File: src/rtl/seq_det_pkg.sv
// Shared defaults and configuration checks for the parametrised serial pattern detector.
package seq_det_pkg;

    localparam int unsigned DEF_PAT_W   = 7;
    localparam logic [DEF_PAT_W-1:0] DEF_PATTERN = 7'b1111001;
    localparam int unsigned DEF_COUNT_W = 8;

    localparam int unsigned MIN_PAT_W = 2;
    localparam int unsigned MAX_PAT_W = 32;

    // True when the pattern length is legal and the pattern value is exactly that wide.
    function automatic bit pat_cfg_ok(input int unsigned pat_w, input int unsigned pattern_bits);
        return (pat_w >= MIN_PAT_W) && (pat_w <= MAX_PAT_W) && (pattern_bits == pat_w);
    endfunction

endpackage

File: src/rtl/seq_det_hist.sv
// History shift register and saturating fill counter for the serial pattern detector.
// hist holds the last PAT_W-1 accepted bits, newest in bit 0; full is high once
// PAT_W-1 bits have been accepted since reset or the last flush.
module seq_det_hist
    import seq_det_pkg::*;
#(
    parameter int unsigned PAT_W = DEF_PAT_W
) (
    input  logic             clk,
    input  logic             rst,
    input  logic             shift,
    input  logic             flush,
    input  logic             x,
    output logic [PAT_W-2:0] hist,
    output logic             full
);

    localparam int unsigned HIST_W = PAT_W - 1;
    localparam int unsigned FILL_W = $clog2(PAT_W);
    localparam logic [FILL_W-1:0] FILL_MAX = FILL_W'(PAT_W - 1);

    logic [HIST_W-1:0] hist_q;
    logic [HIST_W-1:0] hist_d;
    logic [FILL_W-1:0] fill_q;
    logic [FILL_W-1:0] fill_d;

    // State register: history bits and fill level.
    always_ff @(posedge clk or negedge rst) begin
        if (!rst) begin
            hist_q <= '0;
            fill_q <= '0;
        end else begin
            hist_q <= hist_d;
            fill_q <= fill_d;
        end
    end

    // Next state: flush wins over shift; shifting drops the oldest bit off the top.
    always_comb begin
        hist_d = hist_q;
        fill_d = fill_q;
        if (flush) begin
            hist_d = '0;
            fill_d = '0;
        end else if (shift) begin
            hist_d = HIST_W'({hist_q, x});
            if (fill_q != FILL_MAX) begin
                fill_d = fill_q + FILL_W'(1);
            end
        end
    end

    assign hist = hist_q;
    assign full = (fill_q == FILL_MAX);

endmodule

File: src/rtl/seq_detector_param.sv
// Parametrised Mealy serial-pattern detector with selectable overlapping matching,
// an input qualifier and an optional saturating match counter.
// Build option: define SEQ_DET_COUNT_EN to build the match_cnt register and cnt_clr
// logic; without it match_cnt is tied to zero and cnt_clr is ignored.
module seq_detector_param
    import seq_det_pkg::*;
#(
    parameter int unsigned PAT_W   = DEF_PAT_W,
    parameter              PATTERN = DEF_PATTERN,
    parameter int unsigned COUNT_W = DEF_COUNT_W
) (
    input  logic               clk,
    input  logic               rst,
    input  logic               x,
    input  logic               en,
    input  logic               overlap,
    input  logic               cnt_clr,
    output logic               z,
    output logic [COUNT_W-1:0] match_cnt
);

    localparam logic [PAT_W-1:0] PAT = PAT_W'(PATTERN);

    // Reject a pattern whose width disagrees with PAT_W or an out-of-range length.
    if (!pat_cfg_ok(PAT_W, $bits(PATTERN))) begin : g_cfg_err
        $error("seq_detector_param: PAT_W=%0d illegal or PATTERN width %0d mismatched",
               PAT_W, $bits(PATTERN));
    end

    logic [PAT_W-2:0] hist;
    logic             full;
    logic [PAT_W-1:0] cand;
    logic             flush;

    seq_det_hist #(
        .PAT_W (PAT_W)
    ) u_hist (
        .clk   (clk),
        .rst   (rst),
        .shift (en),
        .flush (flush),
        .x     (x),
        .hist  (hist),
        .full  (full)
    );

    // Mealy match: the history plus the bit arriving now must equal the pattern.
    assign cand  = {hist, x};
    assign z     = en & full & (cand == PAT);
    // Non-overlapping mode restarts collection from scratch after a match.
    assign flush = z & ~overlap;

`ifdef SEQ_DET_COUNT_EN
    localparam logic [COUNT_W-1:0] CNT_MAX = '1;

    logic [COUNT_W-1:0] cnt_q;
    logic [COUNT_W-1:0] cnt_d;

    // Match counter register.
    always_ff @(posedge clk or negedge rst) begin
        if (!rst) begin
            cnt_q <= '0;
        end else begin
            cnt_q <= cnt_d;
        end
    end

    // Clear first, then count, so a clear coinciding with a match leaves one.
    always_comb begin
        cnt_d = cnt_q;
        if (cnt_clr) begin
            cnt_d = '0;
        end
        if (z && (cnt_d != CNT_MAX)) begin
            cnt_d = cnt_d + COUNT_W'(1);
        end
    end

    assign match_cnt = cnt_q;
`else
    logic unused_cnt_clr;

    assign unused_cnt_clr = cnt_clr;
    assign match_cnt      = '0;
`endif

endmodule

File: config.mk
export PLATFORM = sky130hd
export DESIGN_NAME = seq_detector_param
export DESIGN_NICKNAME = d
export VERILOG_FILES = /design/src/rtl/seq_det_pkg.sv /design/src/rtl/seq_det_hist.sv /design/src/rtl/seq_detector_param.sv
export SDC_FILE = /design/constraint.sdc
export NUM_CORES = 1
export LEC_CHECK = 0
export ABC_AREA = 1
export BUFFER_PORTS_ARGS = -buffer_cell sky130_fd_sc_hd__clkbuf_2
export CORE_AREA = 2 2 39 41
export CTS_BUF_LIST = sky130_fd_sc_hd__clkbuf_8
export DETAILED_ROUTE_END_ITERATION = 16
export DIE_AREA = 0 0 41 43
export PLACE_DENSITY = 0.66
export SYNTH_ARGS = -nofsm -noshare
export SYNTH_HDL_FRONTEND = slang
export SYNTH_SLANG_ARGS = --single-unit
File: constraint.sdc
create_clock -name clk -period 2.01 [get_ports clk]
set_clock_uncertainty 0.15 [all_clocks]
set_input_delay 0.3015 -clock clk [delete_from_list [all_inputs] [get_ports clk]]
set_output_delay 0.3015 -clock clk [all_outputs]
set_load 0.01 [all_outputs]
==> results.toml, run 1 <==
[timing]
setup_ws_ns = 0.211
rsz0062_at_grt = "no"
timing.final.crit_share_pct = 89.5
slew_viol_final = 0
finalSetupTns_ns = 0
min_period_ns = 1.80
setup_viol = 0
hold_viol_final = 0
fmax_mhz = 556

[setup_path]
r2r_start = "u_hist.fill_q[0]$_DFFE_PN0P_"
crit_fanout = 4
reg2reg_slack_ns = 0.49
critPathCapture = "z"
critPathLaunchType = "flip-flop"
rr_endpoint = "u_hist.fill_q[1]$_DFFE_PN0P_"
startpoint = "u_hist.fill_q[0]$_DFFE_PN0P_"
end_kind = "output pin"
reg2reg_depth = 9
arrival_ns = 1.35
worstPathRequired_ns = 1.56
criticalPathCategory = "flip-flop to output pin"

[detailed_routing]
totalWireLength_um = 788
wl_per_cell_um = 9.06
drt_first_pass_iters = 2
vias = 381
ant_nets = 0
drtIter0Drc = 3
via_per_inst = 4.38
drc = 0

[global_routing]
grtUsageTotal_pct = 12.0
overflow = 0
first_global_vias = 362
grt_max_degree = 16
antenna_found_initial = 0
grt_pass1_wl_mm = 1.37

[clock_tree]
ctsResizeCount = 0
clockBufferDepth = 2
cts_tree = "yes"
clk_pin_slew_ns = 0.04
cts_made_buffers = 3
clk_latency_ns = 0.23
cts_setup_buffers = 0
cts-root-buf = "clkbuf_8"
cts.sinks = 9
cts.htree.levels = 1

[floorplanning]
rows = 14
io_pins = 15
die_area_mm2 = 0.00176
core_mm2 = 0.00138
initial_core_util_pct = 40.7
die_h_um = 43
die_w_um = 41

[place]
finalWeightedCongestion = 0.691
io_buffers = 5
dp_hpwl_um = 601
place_area_um2 = 566
pre_cts_slack_ns = 0.455

[hold_path]
hold_start = "x"
whs_path_depth = 3
min_path_type = "input pin to flip-flop"

[synth]
ys_warn_count = 0
yosys-top-cells-area = "dfrtp_1, buf_4, nand2_1"
synthArstFlopShare_pct = 100
synth.cells.most_frequent = "nand2_1, dfrtp_1, buf_4, inv_1, o21ai_1"
syn_area_um2 = 563
yosys.cell_types.count = 19
synth_edf_count = 0
ys_seq_area_share_pct = 40.0
avgSynthCellArea_um2 = 8.94
synth_cells = 63
synth_largest_area_cell = "dfrtp_1"
synth_most_common_cell = "nand2_1"
synth.top_cell.area_share_pct = 40.0
synth_ff_type = "dfrtp_1"
synth-seq-cells = 9

[final_layout]
final_cell_area_um2 = 621
nNetsFinal = 80
diodes = 0
drive_gt1_share_pct = 23.9
area_growth_pct = 10.2

[power_and_ir_drop]
vdd_drop_max_v = 0.000436
p_total_uw = 615
leakage_nw = 0.337
p_per_area_mw_per_mm2 = 991

[job]
maxCapViolations = 0

[run_status]
status = "completed"
-- layout by cell type, fill, tap and decap left out --
cell           netlist  final
nand4_4              1      1
clkbuf_8             0      3
dlygate4sd3_1        0      1
ha_1                 2      2
o21ai_1              5      5
dfrtp_1              9      9
xor2_1               1      1
nand2_4              1      1
inv_2                1      1
buf_4                8      1
nand2_1             11     11
mux2_2               1      1
clkbuf_2             0      5
nand3_1              4      4
nor2_4               2      2
conb_1               1      8
inv_1                8      9
nand4_1              3      3
and3_1               1      1
nand2_2              2      2
-- sequential cells by signal, summed over array words and instances (netlist names) --
register	count
u_hist.fill_q	3
u_hist.hist	6
-- timing repair --
item	4_1_cts	5_1_grt
hold buffers	1	0
endpoints found under the hold margin	9	0
setup endpoints to repair	0	0
-- logic make-up after synthesis --
| logic type | Yosys count | share of synthesized area (%) |
|---|---|---|
| AND/OR/NAND/NOR | 25 | 27.3 |
| XOR/XNOR | 1 | 1.56 |
| AO/OA/AOI/OAI | 5 | 4.44 |
| multiplexers | 1 | 2.00 |
| other | 1 | 0.666 |
| adder cells (fa/ha/maj) | 2 | 4.44 |
| buffers and inverters | 19 | 19.6 |
| flip-flops | 9 | 40.0 |
-- how the worst min path moves through the flow --
| stage | end | slack [ns] |
|---|---|---|
| after CTS | u_hist.hist[0]$_DFFE_PN0P_ | 0.21 |
| after global placement | u_hist.hist[2]$_DFFE_PN0P_ | 0.01 |
| after global routing | u_hist.hist[0]$_DFFE_PN0P_ | 0.22 |
| after detailed placement | u_hist.hist[1]$_DFFE_PN0P_ | 0.02 |
| after floorplan | u_hist.fill_q[0]$_DFFE_PN0P_ | -0.14 |
| final | u_hist.hist[0]$_DFFE_PN0P_ | 0.21 |
-- per-layer routing --
layer	vias up	global-route usage, %	share of wire, %
li1	199	-	-
met1	169	14.9	46
met2	11	16.6	46
met3	2	3.14	4.4
met4	0	10.0	3.7
met5	-	0	0
-- cell type report --
cell class                 count  area, µm²
fill                         140        763
multi-input combinational     42        254
sequential                     9        225
timing repair buffer           7       42.5
clock buffer                   3       41.3
inverter                       9       33.8
tap                           16       20.0
clock inverter                 1       3.75
-- metrics by stage --
stage | util, % | std cells | hold slack [ns]
final | 44.8 | 87 | 0.210
after global placement | 40.9 | 82 | 0.0130
after floorplan | - | 70 | -0.144
after CTS | 44.8 | 87 | 0.209
after detailed placement | 40.9 | 82 | 0.0163
after global routing | 44.8 | 87 | 0.223
-- power breakdown --
group	internal, mW	switching [mW]	total (mW)
combinational	0.0627	0.0909	0.154
clock	0.133	0.0692	0.202
sequential	0.227	0.0323	0.259
total	0.422	0.192	0.615
-- critical path, cell delays in order (launching register included) --
cell,delay (ns)
dfrtp_1,0.36
inv_1,0.06
ha_1,0.19
nand2_1,0.13
inv_2,0.08
and3_1,0.18
clkbuf_2,0.12
No activity file was read; power rests on OpenSTA's default activity.
==> run 2, diff against run 1 <==
--- a/config.mk
+++ b/config.mk
@@ -11,7 +11,8 @@
 export CTS_BUF_LIST = sky130_fd_sc_hd__clkbuf_8
 export DETAILED_ROUTE_END_ITERATION = 16
 export DIE_AREA = 0 0 41 43
-export PLACE_DENSITY = 0.66
+export PLACE_DENSITY = 0.69
+export SLEW_MARGIN = 10
 export SYNTH_ARGS = -nofsm -noshare
 export SYNTH_HDL_FRONTEND = slang
 export SYNTH_SLANG_ARGS = --single-unit
==> constraint.sdc (replaced) <==
create_clock -name clk -period 1.5 [get_ports clk]
set_clock_uncertainty 0.15 [all_clocks]
set_input_delay 0.225 -clock clk [delete_from_list [all_inputs] [get_ports clk]]
set_output_delay 0.225 -clock clk [all_outputs]
set_load 0.01 [all_outputs]
==> run 2 against run 1 <==
Design area is 15% higher. Die area stayed put. Utilization is 6.8 points higher. The run now ends with negative setup slack left. Via count is 14% higher. Register-to-register slack worse by 0.49 ns. Clock-buffer cell count stayed put. Sequential power is 40% higher. Non-clock buffer count is 8 higher. Hold slack worse by 0.072 ns. Clock power is 40% higher. Sequential share of layout area is 4.8 points lower. Largest power group unchanged.
==> results.toml, run 2 (synthesis results as in run 1) <==
[global_routing]
first_global_vias = 401
overflow = 0
grt_pass1_wl_mm = 1.56
antenna_found_initial = 0
grt_max_degree = 16
grtUsageTotal_pct = 13.6

[power_and_ir_drop]
p_sw_share_pct = 33.3
internal_power_uw = 661
power_frac_seq_pct = 36.6
p_total_uw = 992
p_sw_uw = 330
leakage_nw = 0.384
p_per_area_mw_per_mm2 = 1390
pwr-share-comb_pct = 35.0
p_clk_share_pct = 28.4
vdd_drop_max_v = 0.000537

[detailed_routing]
totalWireLength_mm = 1.08
ant_nets = 0
via_per_inst = 4.56
drt_first_pass_iters = 4
wl_per_cell_um = 11.3
vias = 433
drtIter0Drc = 17
drc = 0

[setup_path]
worstPathRequired_ns = 1.12
crit_fanout = 2
cpMaxStageDelayCell = "dfrtp_1"
arrival_ns = 1.19
critPathLaunchType = "flip-flop"
criticalPathCategory = "flip-flop to output pin"
critPathMaxStageDelay_ns = 0.39
crit_top_cell = "inv_2"
end_kind = "output pin"
crit_chain = "inv_2 -> ha_4 -> nand2_4 -> inv_2 -> and3_4 -> buf_6"

[floorplanning]
io_pins = 15
initial_core_util_pct = 40.7
rows = 14
die_w_um = 41
die_area_mm2 = 0.00176
die_h_um = 43
core_mm2 = 0.00138

[timing]
min_period_ns = 1.57
timing.final.crit_share_pct = 105
finalSetupTns_ns = -0.0692
slew_viol_final = 0
holdWs_ns = 0.138
rsz0062_at_grt = "yes"
fmax_mhz = 638
hold_viol_final = 0
setup_ws_ns = -0.0679
setup_viol = 2

[clock_tree]
clk_pin_slew_ns = 0.05
cts_made_buffers = 3
clk_latency_ns = 0.24
cts-root-buf = "clkbuf_8"
cts.sinks = 9
cts_tree = "yes"
cts.htree.levels = 1
clockBufferDepth = 2

[final_layout]
mostFrequentLayoutCells = "nand2_1, buf_4, dfrtp_1"
area_growth_pct = 26.9
nNetsFinal = 88
drive_gt1_share_pct = 39.2
fin_util_pct = 51.6
fillers = 135
largest_register_ffs = 6
diodes = 0

[place]
dp_hpwl_um = 704
io_buffers = 5
finalWeightedCongestion = 0.685
pre_cts_slack_ns = 0.00819

[run_status]
status = "finished, violations left"
violations = "negative setup slack"

[job]
maxCapViolations = 0

[hold_path]
min_path_type = "input pin to flip-flop"
==> run 2: routing by layer <==
metal / global-route usage [%] / vias up / wire length, µm
li1: - / 213 / -
met1: 13.1 / 205 / 456
met2: 23.1 / 13 / 561
met3: 3.14 / 2 / 32
met4: 10.0 / 0 / 26
met5: 0 / - / 0
==> run 2: through the flow <==
stage | area (µm²) | std cells
floorplan | 589 | 70
global placement | 573 | 83
detailed placement | 573 | 83
CTS | 703 | 95
global route | 714 | 95
finish | 714 | 95
==> run 2: area by class of cell <==
type                       count  area [µm²]  share of cell area [%]
clock buffer                   3        41.3                    5.78
clock inverter                 1        3.75                   0.525
inverter                       9        33.8                    4.73
multi-input combinational     42         282                    39.4
sequential                     9         225                    31.5
tap                           16        20.0                    2.80
timing repair buffer          15         109                    15.2
==> run 2: what timing repair did <==
item / 4_1_cts / 5_1_grt
setup endpoints to repair: 3 / 4
setup buffers: 8 / 1
hold endpoints to repair: 9 / 0
gates resized for setup: 6 / 4
hold buffers: 1 / 0
pin swaps: 5 / 1
==> run 2: power by group through the flow <==
stage | Combinational, mW | Sequential, mW | Clock (mW)
floorplan | 0.187 | 0.342 | 0
global placement | 0.206 | 0.348 | 0
detailed placement | 0.217 | 0.354 | 0
CTS | 0.331 | 0.355 | 0.287
global route | 0.377 | 0.365 | 0.298
finish | 0.347 | 0.363 | 0.282
==> run 2: final timing paths <==
| kind | cells after the start | from | end | slack, ns |
|---|---|---|---|---|
| worst max register to register | 10 | u_hist.fill_q[0]$_DFFE_PN0P_ | u_hist.fill_q[1]$_DFFE_PN0P_ | 0 |
| min in group asynchronous | 2 | rst | u_hist.hist[1]$_DFFE_PN0P_ | 0.23 |
| worst max-delay path | 6 | u_hist.fill_q[0]$_DFFE_PN0P_ | z | -0.07 |
| worst min-delay path | 3 | x | u_hist.hist[0]$_DFFE_PN0P_ | 0.14 |
| max in group asynchronous | 2 | rst | u_hist.hist[4]$_DFFE_PN0P_ | 0.78 |
| worst min register to register | 2 | u_hist.hist[0]$_DFFE_PN0P_ | u_hist.hist[1]$_DFFE_PN0P_ | 0.37 |
==> run 2: worst max-delay path: cells and delay by family, from the launching register on <==
kind          cells  cell delay [ns]
flops             1             0.39
fa+ha+maj         1             0.13
buf+inv           3             0.22
simple gates      2             0.20
==> run 3, diff against run 2 <==
--- a/config.mk
+++ b/config.mk
@@ -12,6 +12,8 @@
 export DETAILED_ROUTE_END_ITERATION = 16
 export DIE_AREA = 0 0 41 43
 export PLACE_DENSITY = 0.69
+export REMOVE_ABC_BUFFERS = 1
+export SETUP_SLACK_MARGIN = 0.4
 export SLEW_MARGIN = 10
 export SYNTH_ARGS = -nofsm -noshare
 export SYNTH_HDL_FRONTEND = slang
==> run 3 against run 2 <==
The run still ends with negative setup slack left. Clock power about the same. Setup slack worse by 0.012 ns. Largest power group is now combinational cells. Combinational power up 25%. Wire length up 4.6%. Flip-flop and latch count unchanged. Critical path depth unchanged. Critical path type unchanged. Sequential share of layout area down 2.6 points. Die area unchanged. Cell count up 6.3%. Design area up 9.1%.
==> results.toml, run 3 (synthesis results as in run 1) <==
[timing]
holdWs_ns = 0.115
finalSetupTns_ns = -0.101
timing.final.crit_share_pct = 105
fmax_mhz = 633
hold_viol_final = 0
slew_viol_final = 0
min_period_ns = 1.58
rsz0062_at_grt = "yes"
setup_viol = 2
setup_ws_ns = -0.0799

[global_routing]
overflow = 0
first_global_vias = 434
grt_max_degree = 12
grt_pass1_wl_mm = 1.71
grtUsageTotal_pct = 15.0
antenna_found_initial = 0

[clock_tree]
cts.sinks = 9
cts_tree = "yes"
cts.htree.levels = 1
cts_made_buffers = 3
clockBufferDepth = 2
clk_pin_slew_ns = 0.05
clk_latency_ns = 0.24
cts-root-buf = "clkbuf_8"

[detailed_routing]
drc = 0
totalWireLength_mm = 1.13
drtIter0Drc = 3
wl_per_cell_um = 11.1
ant_nets = 0
via_per_inst = 4.47
drt_first_pass_iters = 4
vias = 451

[setup_path]
startpoint = "u_hist.fill_q[0]$_DFFE_PN0P_"
arrival_ns = 1.20
rr_endpoint = "u_hist.fill_q[0]$_DFFE_PN0P_"
crit_fanout = 2
r2r_start = "u_hist.fill_q[0]$_DFFE_PN0P_"
criticalPathCategory = "flip-flop to output pin"
end_kind = "output pin"
critPathLaunchType = "flip-flop"
worstPathRequired_ns = 1.12
reg2reg_slack_ns = -0.02
reg2reg_depth = 9

[hold_path]
min_path_type = "input pin to flip-flop"
hold_start = "x"
whs_endpoint = "u_hist.hist[0]$_DFFE_PN0P_"
whs_path_depth = 3

[floorplanning]
initial_core_util_pct = 40.7
core_mm2 = 0.00138
die_w_um = 41
io_pins = 15
die_h_um = 43
die_area_mm2 = 0.00176
rows = 14

[place]
pre_cts_slack_ns = 0.0247
io_buffers = 5
finalWeightedCongestion = 0.748
dp_hpwl_um = 682

[power_and_ir_drop]
vdd_drop_max_v = 0.000742
p_per_area_mw_per_mm2 = 1390
leakage_nw = 0.419

[run_status]
status = "finished, violations left"
violations = "negative setup slack"

[final_layout]
nNetsFinal = 94
largest_register_ffs = 6
mostFrequentLayoutCells = "buf_4, nand2_1, dfrtp_1"
fin_util_pct = 56.3
area_growth_pct = 38.4
diodes = 0
final_common_cell = "buf_4"
drive_gt1_share_pct = 44.7

[job]
maxCapViolations = 0
run 3: cell count changes in the layout (fill, tap and decap cells not counted), moves of 2 or more:
cell / change
buf_4: +4
nand3_1: -3
nand3_2: +3
buf_6: +2
run 3: critical path: stages (launching register included):
cell	delay (ns)
dfrtp_1	0.39
inv_2	0.08
ha_4	0.13
nand2_4	0.04
inv_2	0.06
and3_4	0.18
buf_6	0.09
run 3: stage by stage:
| stage | total power, mW | cells | cell area (µm²) |
|---|---|---|---|
| floorplan | 0.505 | 60 | 513 |
| global placement | 0.559 | 83 | 573 |
| detailed placement | 0.576 | 83 | 573 |
| CTS | 1.04 | 97 | 726 |
| global route | 1.15 | 101 | 779 |
| finish | 1.08 | 101 | 779 |
run 3: area by class of cell:
type | instances | area (µm²)
flip-flops and latches | 9 | 225
clock inverters | 1 | 3.75
fillers | 120 | 604
clock buffers | 3 | 41.3
repair buffers | 21 | 161
multi-input cells | 42 | 294
inverters | 9 | 33.8
well taps | 16 | 20.0
run 3: how the worst max path moves through the flow:
stage	end	slack, ns	cells after the start
after floorplan	u_hist.fill_q[2]$_DFFE_PN0P_	0.11	9
after global placement	u_hist.fill_q[1]$_DFFE_PN0P_	0.05	9
after CTS	z	-0.09	6
after detailed placement	u_hist.fill_q[0]$_DFFE_PN0P_	0.02	9
after global routing	z	-0.12	6
final	z	-0.08	6
run 3: timing repair:
action                                  CTS  global route
endpoints found under the hold margin     9             0
buffers inserted                          9             4
resized for setup                         7             6
hold buffers                              1             0
endpoints found under the setup margin    8             8
gates cloned                              0             0
pin swaps                                 1             2
run 3: power breakdown:
part | switching, mW | total [mW] | internal (mW)
clock | 0.106 | 0.285 | 0.179
combinational | 0.187 | 0.435 | 0.248
sequential | 0.0589 | 0.363 | 0.304
total | 0.352 | 1.08 | 0.731
run 3: metal layers:
layer	global-route usage (%)	vias to the layer above	routed length [µm]
met4	6.00	0	16
met1	14.7	209	444
met3	7.85	2	54
met5	0	-	0
li1	-	228	-
met2	25.0	12	612
